## config.mk

```make
export PLATFORM = sky130hd
export DESIGN_NAME = car_tracking_ram_ctrl_flat
export DESIGN_NICKNAME = d
export VERILOG_FILES = /design/src/rtl/car_tracking_pkg.sv /design/src/rtl/car_tracking_ram_ctrl_if.sv /design/src/rtl/car_tracking_ram_ctrl_ram8x16.sv /design/src/rtl/car_tracking_ram_ctrl.sv /design/src/flat_wrapper.sv
export SDC_FILE = /design/constraint.sdc
export NUM_CORES = 1
export LEC_CHECK = 0
export BUFFER_PORTS_ARGS = -buffer_cell sky130_fd_sc_hd__buf_2
export CORE_MARGIN = 3
export CORE_UTILIZATION = 35
export CTS_CLUSTER_DIAMETER = 100
export DETAILED_ROUTE_END_ITERATION = 8
export SLEW_MARGIN = 0
export SYNTH_ARGS = -nofsm -noshare
export SYNTH_HDL_FRONTEND = slang
export SYNTH_SLANG_ARGS = --single-unit
```

## constraint.sdc

```tcl
create_clock -name clock -period 2.99 [get_ports clock]
set_clock_uncertainty 0.2 [all_clocks]
set_input_delay 0.598 -clock clock [delete_from_list [all_inputs] [get_ports clock]]
set_output_delay 0.598 -clock clock [all_outputs]
set_load 0.01 [all_outputs]
```

## src/rtl/car_tracking_pkg.sv

```systemverilog
// Shared types and constants for the parking-lot car-tracking controller:
// scan-state encoding, datapath widths and the sweep address lookup.
package car_tracking_pkg;

    localparam int CAR_W  = 16;
    localparam int ADDR_W = 3;
    localparam int DEPTH  = 8;

    typedef enum logic [3:0] {
        S0, S1, S2, S3, S4, S5, S6, S7, S8, S9, S10, S11, S12, S13
    } scan_state_t;

    // Read address presented while in a sweep state: climbs 2..7 then falls back to 0.
    // S0 is handled by the caller because it depends on start.
    function automatic logic [ADDR_W-1:0] scan_addr(input scan_state_t s);
        logic [ADDR_W-1:0] a;
        a = '0;
        if (s >= S1 && s <= S6) begin
            a = ADDR_W'(s) + ADDR_W'(1);
        end else if (s >= S7) begin
            a = ADDR_W'(4'd13 - 4'(s));
        end
        return a;
    endfunction

endpackage

```

## src/rtl/car_tracking_ram_ctrl_if.sv

```systemverilog
// User-input / display-side bundle of the car-tracking controller.
// master: debounced input logic driving the controller; slave: the controller.
interface car_tracking_ram_ctrl_if;
    import car_tracking_pkg::*;

    logic              hour;
    logic              car_in;
    logic              start;
    logic              wr_en;
    logic [CAR_W-1:0]  out;
    logic [CAR_W-1:0]  car_count;
    logic [ADDR_W-1:0] read_address;
    logic [ADDR_W-1:0] hour_count;

    modport master (
        output hour, car_in, start, wr_en,
        input  out, car_count, read_address, hour_count
    );

    modport slave (
        input  hour, car_in, start, wr_en,
        output out, car_count, read_address, hour_count
    );
endinterface

```

## src/rtl/car_tracking_ram_ctrl_ram8x16.sv

```systemverilog
// ram8x16: 8 x 16 simple dual-port RAM, synchronous write, registered read data.
// Read data is captured before the write lands, so a same-address collision
// returns the old word. Contents power up to zero and are never reset.
module ram8x16
    import car_tracking_pkg::*;
(
    input  logic              clock,
    input  logic [CAR_W-1:0]  data,
    input  logic [ADDR_W-1:0] rdaddress,
    input  logic [ADDR_W-1:0] wraddress,
    input  logic              wren,
    output logic [CAR_W-1:0]  q
);

    logic [CAR_W-1:0] mem_q [DEPTH] = '{default: '0};
    logic [CAR_W-1:0] q_q = '0;

    // Write port and registered read port share the single clock.
    always_ff @(posedge clock) begin
        if (wren) begin
            mem_q[wraddress] <= data;
        end
        q_q <= mem_q[rdaddress];
    end

    assign q = q_q;

endmodule

```

## src/rtl/car_tracking_ram_ctrl.sv

```systemverilog
// car_tracking_ram_ctrl: car/hour counters, per-hour RAM store and a
// ping-pong read-address sweep (0->7->0) for the display.
// Optional macro SLOW_SCAN_EN: sweep advances once per 2**DIV_BITS cycles
// via a clock enable; otherwise it advances every cycle.
module car_tracking_ram_ctrl
    import car_tracking_pkg::*;
#(
    parameter int DIV_BITS = 26
) (
    input  logic                  clock,
    input  logic                  reset,
    car_tracking_ram_ctrl_if.slave bus
);

    logic [CAR_W-1:0]  car_count_q, car_count_d;
    logic [ADDR_W-1:0] hour_count_q, hour_count_d;
    scan_state_t       ps_q, ns_d;
    logic [ADDR_W-1:0] rd_addr;
    logic [CAR_W-1:0]  ram_q;
    logic              out_valid_q;
    logic              step;

`ifdef SLOW_SCAN_EN
    logic [DIV_BITS-1:0] div_q;

    // Free-running divider; its wrap is the scan enable.
    always_ff @(posedge clock or posedge reset) begin
        if (reset) div_q <= '0;
        else       div_q <= div_q + DIV_BITS'(1);
    end

    assign step = &div_q;
`else
    // Divider absent: the sweep steps on every cycle.
    assign step = 1'b1 | (DIV_BITS < 0);
`endif

    // Counter next-state: each pulse advances by one, natural wrap.
    always_comb begin
        car_count_d  = car_count_q + (bus.car_in ? CAR_W'(1) : CAR_W'(0));
        hour_count_d = hour_count_q + (bus.hour ? ADDR_W'(1) : ADDR_W'(0));
    end

    // Counter registers.
    always_ff @(posedge clock or posedge reset) begin
        if (reset) begin
            car_count_q  <= '0;
            hour_count_q <= '0;
        end else begin
            car_count_q  <= car_count_d;
            hour_count_q <= hour_count_d;
        end
    end

    // Scan state register.
    always_ff @(posedge clock or posedge reset) begin
        if (reset) ps_q <= S0;
        else       ps_q <= ns_d;
    end

    // Scan next-state and read address; start only matters while idle.
    always_comb begin
        ns_d    = ps_q;
        rd_addr = scan_addr(ps_q);
        if (ps_q == S0) begin
            rd_addr = '0;
            if (step && bus.start) begin
                ns_d    = S1;
                rd_addr = ADDR_W'(1);
            end
        end else if (step) begin
            ns_d = (ps_q == S13) ? S0 : scan_state_t'(4'(ps_q) + 4'd1);
        end
    end

    // Masks stale RAM read data until the first read after reset completes.
    always_ff @(posedge clock or posedge reset) begin
        if (reset) out_valid_q <= 1'b0;
        else       out_valid_q <= 1'b1;
    end

    ram8x16 u_ram (
        .clock     (clock),
        .data      (car_count_q),
        .rdaddress (rd_addr),
        .wraddress (hour_count_q),
        .wren      (bus.wr_en),
        .q         (ram_q)
    );

    assign bus.out          = out_valid_q ? ram_q : '0;
    assign bus.car_count    = car_count_q;
    assign bus.read_address = rd_addr;
    assign bus.hour_count   = hour_count_q;

endmodule

```

## src/flat_wrapper.sv

```systemverilog
// flat-port wrapper written by rule: the top's interface ports become plain ports
module car_tracking_ram_ctrl_flat import car_tracking_pkg::*;
#(
    parameter int DIV_BITS = 26
)
  (clock, reset, bus_hour, bus_car_in, bus_start, bus_wr_en, bus_out, bus_car_count, bus_read_address, bus_hour_count);
  car_tracking_ram_ctrl_if bus_i ();
  input  logic clock;
  input  logic reset;
  input wire logic [$bits(bus_i.hour)-1:0] bus_hour;
  input wire logic [$bits(bus_i.car_in)-1:0] bus_car_in;
  input wire logic [$bits(bus_i.start)-1:0] bus_start;
  input wire logic [$bits(bus_i.wr_en)-1:0] bus_wr_en;
  output wire logic [$bits(bus_i.out)-1:0] bus_out;
  output wire logic [$bits(bus_i.car_count)-1:0] bus_car_count;
  output wire logic [$bits(bus_i.read_address)-1:0] bus_read_address;
  output wire logic [$bits(bus_i.hour_count)-1:0] bus_hour_count;
  assign bus_i.hour = bus_hour;
  assign bus_i.car_in = bus_car_in;
  assign bus_i.start = bus_start;
  assign bus_i.wr_en = bus_wr_en;
  assign bus_out = bus_i.out;
  assign bus_car_count = bus_i.car_count;
  assign bus_read_address = bus_i.read_address;
  assign bus_hour_count = bus_i.hour_count;
  car_tracking_ram_ctrl #(.DIV_BITS(DIV_BITS)) u_core (.clock(clock), .reset(reset), .bus(bus_i));
endmodule
```

Word-level counts from Yosys, hierarchy flattened
Memories as Yosys holds them, arrays and structs flattened. A register that Yosys moved wholly into a read port is not among the register bits.
Index checks and enable logic that the tools add are counted.
Storage, ports and cells
  bits of input ports: 6
  register bits: 24
  memories kept: 1
  output and inout bits: 38
  logic and storage cells: 29
  bits in writable memories: 128
Memories
  u_core.u_ram.mem_q: depth 8, bits a word 16, rd ports 1, clocked after memory_dff 1, write ports 1, line car_tracking_ram_ctrl_ram8x16.sv:15  | logic [CAR_W-1:0] mem_q [DEPTH] = '{default: '0};
Cells by class
  reduce and logical (&&, ||, !) cells: 2
  $add $sub $neg: 5
  order comparisons: 3
  eq/ne operators: 2
  muxes and demuxes: 12
Operators with widths (number)
  adder 16 bit: 1
  2-to-1 mux 16 bit: 1
  2-to-1 mux 4 bit: 3
  2-to-1 mux 3 bit: 3
  2-to-1 mux 1 bit: 5
  adder 4 x 1 -> 4 bit, second input constant: 1
  == test 4 bit, second input constant: 1
  >= comparator 4 x 1 -> 1 bit, second input constant: 1
  >= comparator 4 x 3 -> 1 bit, second input constant: 1
  less-or-equal comparator 4 x 3 -> 1 bit, second input constant: 1
  logical NOT 4 bit: 1
  adder 3 x 1 -> 3 bit, second input constant: 1
  adder 3 bit: 1
  subtractor 3 bit, first input constant: 1
  != test 2 bit, second input constant: 1
  logical AND 1 bit: 1

Depth between registers and ports, before layout
Gate-level depths: netlist of run 1.
  word-level depth: 4
  gate-level depth with buffers: 10
  depth with buffers taken out: 7

Hierarchy
From an unflattened synthesis of run 1, not the netlist that was laid out.
Second synthesis, totals
  cells, all modules: 341
  area, all modules: 6636.4 um^2
By module, submodules not included
  ram8x16: area each 5293.8 um^2, instances 1, cells an instance 214
  car_tracking_ram_ctrl: area each 1342.5 um^2, instances 1, cells an instance 127

Least setup slack after synthesis of run 1
Ideal clock, no wire load.
  path type: register to output
  from: reg u_core.ps_q[0]
  to: out bus_read_address[2]
  setup slack: 0.306 ns
  required time: 2.192 ns
  arrival time: 1.886 ns
  stages on the path, launching flop included: 9
  path through: dfrtp_1 inv_1 ha_1 or4b_1 buf_2 and2_4 a21bo_4 buf_8 buf_6
Between the ends
  cells in the longest elaborated chain, start to end: 4
  elaborated cells on any way between the ends: 10
  classes of those cells: 2 x add/sub; 3 x order compare; 3 x mux; 2 x reduce/logical
RTL lines
  start, declared: line car_tracking_ram_ctrl.sv:17  | scan_state_t ps_q, ns_d;
  start signal, assigned: line car_tracking_ram_ctrl.sv:58  | else ps_q <= ns_d;
  >= comparator 4 x 3 -> 1 bit (tied with other cells): line car_tracking_pkg.sv:20  | end else if (s >= S7) begin
  2-to-1 mux 3 bit or logical AND 1 bit (tied branches): line car_tracking_pkg.sv:20, car_tracking_pkg.sv:18
  2-to-1 mux 3 bit: line car_tracking_pkg.sv:18  | if (s >= S1 && s <= S6) begin
  2-to-1 mux 3 bit (*): line car_tracking_ram_ctrl.sv:65  | if (ps_q == S0) begin
  end, declared: line flat_wrapper.sv:16  | output wire logic [$bits(bus_i.read_address)-1:0] bus_read_address;
Every way passes the cells marked *; elsewhere a longest branch is shown, timed or not.

Worst setup path after layout of run 1
  from: reg u_core.ps_q[0]
  to: out bus_read_address[0]
Same word-level chain as after synthesis.

==> results.md, run 1 <==
* TritonCTS Buffers at 17
* Clk slew on worst S/H paths at 60 ps
* Drt pass-1 iters at 5
* Maxcap violations at 0
* DR DRC count at 0
* I/O pins at 44
* H-tree depth at 4
* Final core occ at 0.423
* Maximum clock insertion buffer count at 2
* Post-synth top area cell: edfxtp_1
* DIE AREA at 21800 um2
* Vias in the first global route at 4383
* Setup CP Type: flip-flop to primary output
* Peak Freq at 0.341 GHz
* Top post-synthesis cells by area: edfxtp_1, dfrtp_1, a221oi_1, and3_1, dfxtp_1
* Global Route Usage Sum at 0.151
* CTS root buf: clkbuf_16
* Post-route cell area at 8300 um2
* Async set or reset register ratio after synthesis at 0.143
* Worst vdd ir at 0.508 mV
* Critical Path Source: u_core.ps_q[0]
* Hold Slack at 34.2 ps
* Detail Route Antenna Nets at 0
* Pleak at 0.00305 uW
* Seq/Total Area, Yosys at 0.679
* Max Fanout on Critical Path at 4
* Slew Viols, Final at 0
* Most frequent cell after synthesis: edfxtp_1
* Antenna Cells at 0
* Syn nets at 487
* Drt via density at 5.36
* Total Wirelength at 16000 um
* WP data required at 2190 ps
* Routability cong. at 0.742
* Wire per inst at 19.8 um
* Synthesized area at 7020 um2
* Main synth FF type: edfxtp_1
* Synth unique cells at 48
* Layout cells sized above 1 at 0.267
* Vias at 4349
* Status: finished, final reports clean
* Die Y at 148 um
* Worst EP arrival at 2130 ps
* Number of enable flip-flop cells after synthesis at 128
* Row count at 51
* Final std cells w/o fill at 811
* Post-Syn Instances at 472
* Critical Path End Type: primary output
* Most frequent cells after synthesis: edfxtp_1, and3_1, a221oi_1, dfrtp_1, clkbuf_1
* CTS sink count at 168
* Core ar. at 19600 um2
* Grt ovf at 0
* Hold Crit Class: input pin to asynchronous set/reset pin
* # setup viols final at 0
* Initial Utilization at 0.358
* Die Wd at 148 um
* Top-area cell type share of the netlist area at 0.548
* Synthesized area per cell at 14.9 um2
* FF+latch count, synth at 168
* Critical Path Source Type: flip-flop
* Slew headroom at 0.623
* Fillers at 1793
* Fin. Hold Viols at 0
* P&R area growth vs syn at 18.2%
* Worst-Margin Slew at 565 ps
* Worst skew pair latency at 420 ps
* First-pass GRT wire length at 25200 um
* Yosys warns at 0
* Tcrit/Tclk final at 0.980
* DP Area at 7610 um2
* Placed instance count at 773
* Iter 0 DRT Violations at 311
* Tmin final at 2930 ps
* PortBufs at 43
* Initial antenna violation count at 0
* TritonCTS clock tree: built
* Final nets at 548
* Worst R2R Start: u_core.ps_q[1]
* Largest net degree at the start of global routing at 63
* Power per cell area at 1150 nW/um2
* Final HPWL DP at 9390 um
==> state kept, by name, summed over array words and instances (netlist names) <==
signal and flops:
u_core.u_ram.q 16, u_core.bus.hour_count 3, u_core.ps_q 4, u_core.out_valid_q 1
u_core.u_ram.mem_q 128, u_core.bus.car_count 16
==> cell type report <==
type | instances | area, um2 | share of cell area
Sequential cell | 168 | 4770 | 0.575
Timing Repair Buffer | 76 | 500 | 0.0603
Tap cell | 265 | 332 | 0.0400
Multi-Input combinational cell | 262 | 2060 | 0.249
Clock buffer | 18 | 429 | 0.0517
Clock inverter | 14 | 176 | 0.0213
Inverter | 8 | 30.0 | 0.00362
==> per-stage QoR <==
stage | total power [uW] | setup WS, ps | setup TNS, ps
after floorplan | 6090 | 306 | 0
after global placement | 7150 | 159 | 0
after detailed placement | 7260 | 49.0 | 0
after CTS | 9560 | 2.54 | 0
after global routing | 10100 | -24.6 | -29.2
final | 9550 | 58.8 | 0
==> cells by family (layout without fill, tap and decap cells) <==
group	Yosys count	after routing	synth area share
xor+xnor	15	15	0.0187
compound gates	77	77	0.104
other cells	1	1	0.000535
simple gates	158	158	0.144
fa+ha+maj	9	9	0.0161
buf+inv	42	116	0.0334
mux	2	2	0.00374
flops	168	168	0.679
==> worst max-delay path, stage by stage (launching register included) <==
cell	delay, ps
dfrtp_1	370
inv_1	150
ha_4	170
or3b_4	400
mux2_4	330
and2_1	150
buf_2	140
==> placed cells by master (no fill, tap or decap), types with 2 or more instances in the layout <==
cell type,Yosys,final
xnor2_1,8,8
dfrtp_1,24,23
and2_1,19,19
nand3_1,8,8
inv_1,8,7
clkinv_4,0,4
bufinv_16,0,3
edfxtp_1,128,128
and3_1,66,66
a221oi_2,10,10
ha_4,0,2
nor2b_1,4,4
nor3_1,5,3
a2111oi_0,2,2
nor4_2,13,13
a221oi_1,52,52
nor4_1,3,3
nand4_1,2,2
ha_1,9,7
xor2_1,7,7
clkbuf_16,0,17
a21boi_0,2,2
buf_2,4,43
nand2b_1,5,5
nand2_1,12,11
nor3_2,0,2
buf_12,0,3
mux2_4,1,2
nor2_1,14,13
dfxtp_1,16,16
clkinvlp_4,0,5
buf_4,2,30
==> per-layer routing <==
layer	GRT usage	wire, um
met1	0.203	7120
met2	0.242	7800
met4	0.0615	341
met5	0	0
met3	0.0307	759
==> final timing paths <==
path | endpoint | slack [ps] | cells past startpoint
setup / recovery | bus_read_address[0] | 60 | 6
hold / removal | u_core.ps_q[0] | 30 | 3
setup reg to reg | u_core.u_ram.q[7] | 190 | 9
hold reg to reg | u_core.bus.hour_count[1] | 350 | 1
max in group asynchronous | u_core.ps_q[1] | 2260 | 3
min in group clock | u_core.bus.hour_count[0] | 200 | 2
==> report_power, final <==
part           internal [uW]  switching [uW]
Sequential              3120             323
Clock                   1320             893
Combinational           1650            2250
==> timing repair <==
item	in CTS	in global routing
setup endpoints to repair	2	3
hold endpoints to repair	0	0
buffers inserted	5	1
gates resized for setup	3	6
hold buffers	0	0
No activity file was read; power rests on OpenSTA's default activity.
==> inputs of run 2 (changes only) <==
CELL_PAD_IN_SITES_DETAIL_PLACEMENT = 1   (was not set)
CELL_PAD_IN_SITES_GLOBAL_PLACEMENT = 1   (was not set)
CORE_UTILIZATION = 49   (was 35)
CTS_BUF_LIST = sky130_fd_sc_hd__clkbuf_4   (was not set)
PLACE_DENSITY_LB_ADDON = 0.1   (was not set)
==> run 2 against run 1 <==
Design area down 3.3%; critical path depth unchanged; power down 5.3%; sequential share of layout area up 2.0 points; first-iteration DRC count up 16%; worst setup slack worse by 66 ps; utilization up 15 points; maximum frequency down 2.2%; register-to-register slack better by 30 ps; critical endpoint unchanged; global-route usage up 7.2 points; the run now ends with setup timing left; combinational power up 8.5%; largest cell class unchanged.
==> results.md, run 2 (synthesized netlist as in run 1, its figures left out) <==
* Status: complete, but fails checks
* Vias at 4414 (+1.5%)
* Worst EP arrival at 2200 ps (+70 ps)
* Maxcap violations at 0 (unchanged)
* Final HPWL DP at 10000 um (+6.6%)
* Antenna Cells at 0 (unchanged)
* PortBufs at 43 (unchanged)
* Placed instance count at 686 (-11%)
* CTS sink count at 168 (unchanged)
* RSZ-0062 raised after global routing: yes
* Power per cell area at 1130 nW/um2 (-2.1%)
* Met1 usage at 0.291 (+0.0879)
* H-tree depth at 4 (unchanged)
* P&R area growth vs syn at 14.4%
* Max FFs per register at 128 (unchanged)
* Core ar. at 13900 um2 (-29%)
* CTS root buf: clkbuf_4
* Pleak at 0.00300 uW (-1.8%)
* Iter 0 DRT Violations at 362 (+16%)
* Initial antenna violation count at 0 (unchanged)
* I/O pins at 44 (unchanged)
* Slew headroom at 0.591 (-0.0320)
* TritonCTS Buffers at 17 (unchanged)
* Slew Viols, Final at 0 (unchanged)
* # setup viols final at 1 (+1)
* Hold Crit Class: input pin to flip-flop
* Peak Freq at 0.334 GHz (-2.2%)
* Tmin final at 3000 ps (+65.8 ps)
* Global Route Usage Sum at 0.223 (+0.0718)
* Most Used Layer, Global Route: met2
* Initial Utilization at 0.503 (+0.145)
* Worst-Margin Slew at 613 ps (+48.0 ps)
* Worst skew pair latency at 560 ps (+140 ps)
* Row count at 43 (-16%)
* Most common cell after layout, fill and taps aside: edfxtp_1
* Critical Path Source Type: flip-flop
* Max Fanout on Critical Path at 4 (unchanged)
* Wire per inst at 23.7 um (+20%)
* Total Wirelength at 17500 um (+8.9%)
* First-pass GRT wire length at 26600 um (+5.3%)
* Die Wd at 126 um (-15%)
* Fillers at 1346 (-25%)
* Final Power at 9040 uW (-5.3%)
* Tcrit/Tclk final at 1.00 (+0.0220)
* Detail Route Antenna Nets at 0 (unchanged)
* Final std cells w/o fill at 736 (-9.2%)
* Critical Path End Type: primary output
* Die Y at 126 um (-15%)
* Layout cells sized above 1 at 0.286 (+0.0186)
* Commonest cells after routing, fill and taps aside: edfxtp_1, and3_1, a221oi_1, buf_2, buf_4
* Grt ovf at 0 (unchanged)
* Final nets at 558 (+1.8%)
* Grt met3 use at 0.0450 (+0.0143)
* DR DRC count at 0 (unchanged)
* Largest net degree at the start of global routing at 63 (unchanged)
* Drt pass-1 iters at 5 (unchanged)
* DIE AREA at 15800 um2 (-28%)
* Clk slew on worst S/H paths at 120 ps (+60 ps)
* Fin worst setup slack at -7.00 ps (-65.8 ps)
* Vias in the first global route at 4510 (+2.9%)
* Setup CP Type: flip-flop to primary output
* WP data required at 2190 ps (about the same)
* TritonCTS clock tree: built
* Drt via density at 6.00 (+12%)
* Maximum clock insertion buffer count at 2 (unchanged)
* Fin. Hold Viols at 0 (unchanged)
* Routability cong. at 0.777 (+4.8%)
* Met2 Use GR at 0.378 (+0.136)
* Reg with most FFs: u_core.u_ram.mem_q
* Worst vdd ir at 0.490 mV (-3.6%)
* Failing checks: setup timing
==> run 2: metal layers <==
layer / part of all wire / vias up
li1: - / 2012
met1: 0.43 / 2252
met2: 0.51 / 122
met3: 0.042 / 28
met4: 0.018 / 0
met5: 0 / -
==> run 2: timing repair <==
| item | CTS | global route |
|---|---|---|
| buffers inserted | 11 | 6 |
| endpoints found under the hold margin | 11 | 0 |
| gates resized for setup | 15 | 3 |
| setup endpoints to repair | 3 | 3 |
| pin swaps | 3 | 1 |
| cloned | 0 | 0 |
| hold buffers | 1 | 0 |
==> run 2: critical path: stages, from the launching register on <==
cell and delay [ps]:
dfrtp_1 430, inv_2 110, ha_4 150, or3b_4 390, mux2_4 320, and2_4 140, buf_6 110
==> run 2: layout make-up <==
type                            count  area (um2)  area share
Timing Repair Buffer               86         611      0.0761
Tap cell                          180         225      0.0281
Clock buffer                       18         135      0.0168
Sequential cell                   168        4770       0.594
Clock inverter                     14         175      0.0218
Inverter                            8        30.0     0.00374
Multi-Input combinational cell    262        2080       0.259
==> run 2: report_power, final <==
part / total, uW / internal [uW] / switching (uW)
Sequential: 3420 / 3110 / 309
Clock: 1390 / 595 / 799
Combinational: 4230 / 1810 / 2420
Total: 9040 / 5510 / 3530
==> run 2: worst paths after layout <==
path	end	cells past startpoint	slack, ps	from
max	bus_read_address[0]	6	-7	u_core.ps_q[0]
min	u_core.bus.car_count[0]	2	70	bus_car_in
max reg2reg	u_core.u_ram.q[9]	9	220	u_core.ps_q[2]
min reg2reg	u_core.u_ram.q[4]	2	380	u_core.u_ram.mem_q[4][4]
max in group asynchronous	u_core.bus.car_count[8]	4	1510	reset
min in group asynchronous	u_core.bus.car_count[15]	3	430	reset
==> run 2: metrics by stage <==
step | setup WS, ps | hold slack, ps | cell area [um2] | TNS [ps] | util
6_report | -7.00 | 71.1 | 8020 | -7.00 | 0.576
5_1_grt | -105 | 16.2 | 8020 | -309 | 0.576
4_1_cts | -20.0 | 19.6 | 7960 | -28.6 | 0.571
3_5_place_dp | 217 | 356 | 7500 | 0 | 0.538
3_3_place_gp | 350 | 327 | 7500 | 0 | 0.538
2_1_floorplan | 306 | 318 | 7020 | 0 | -
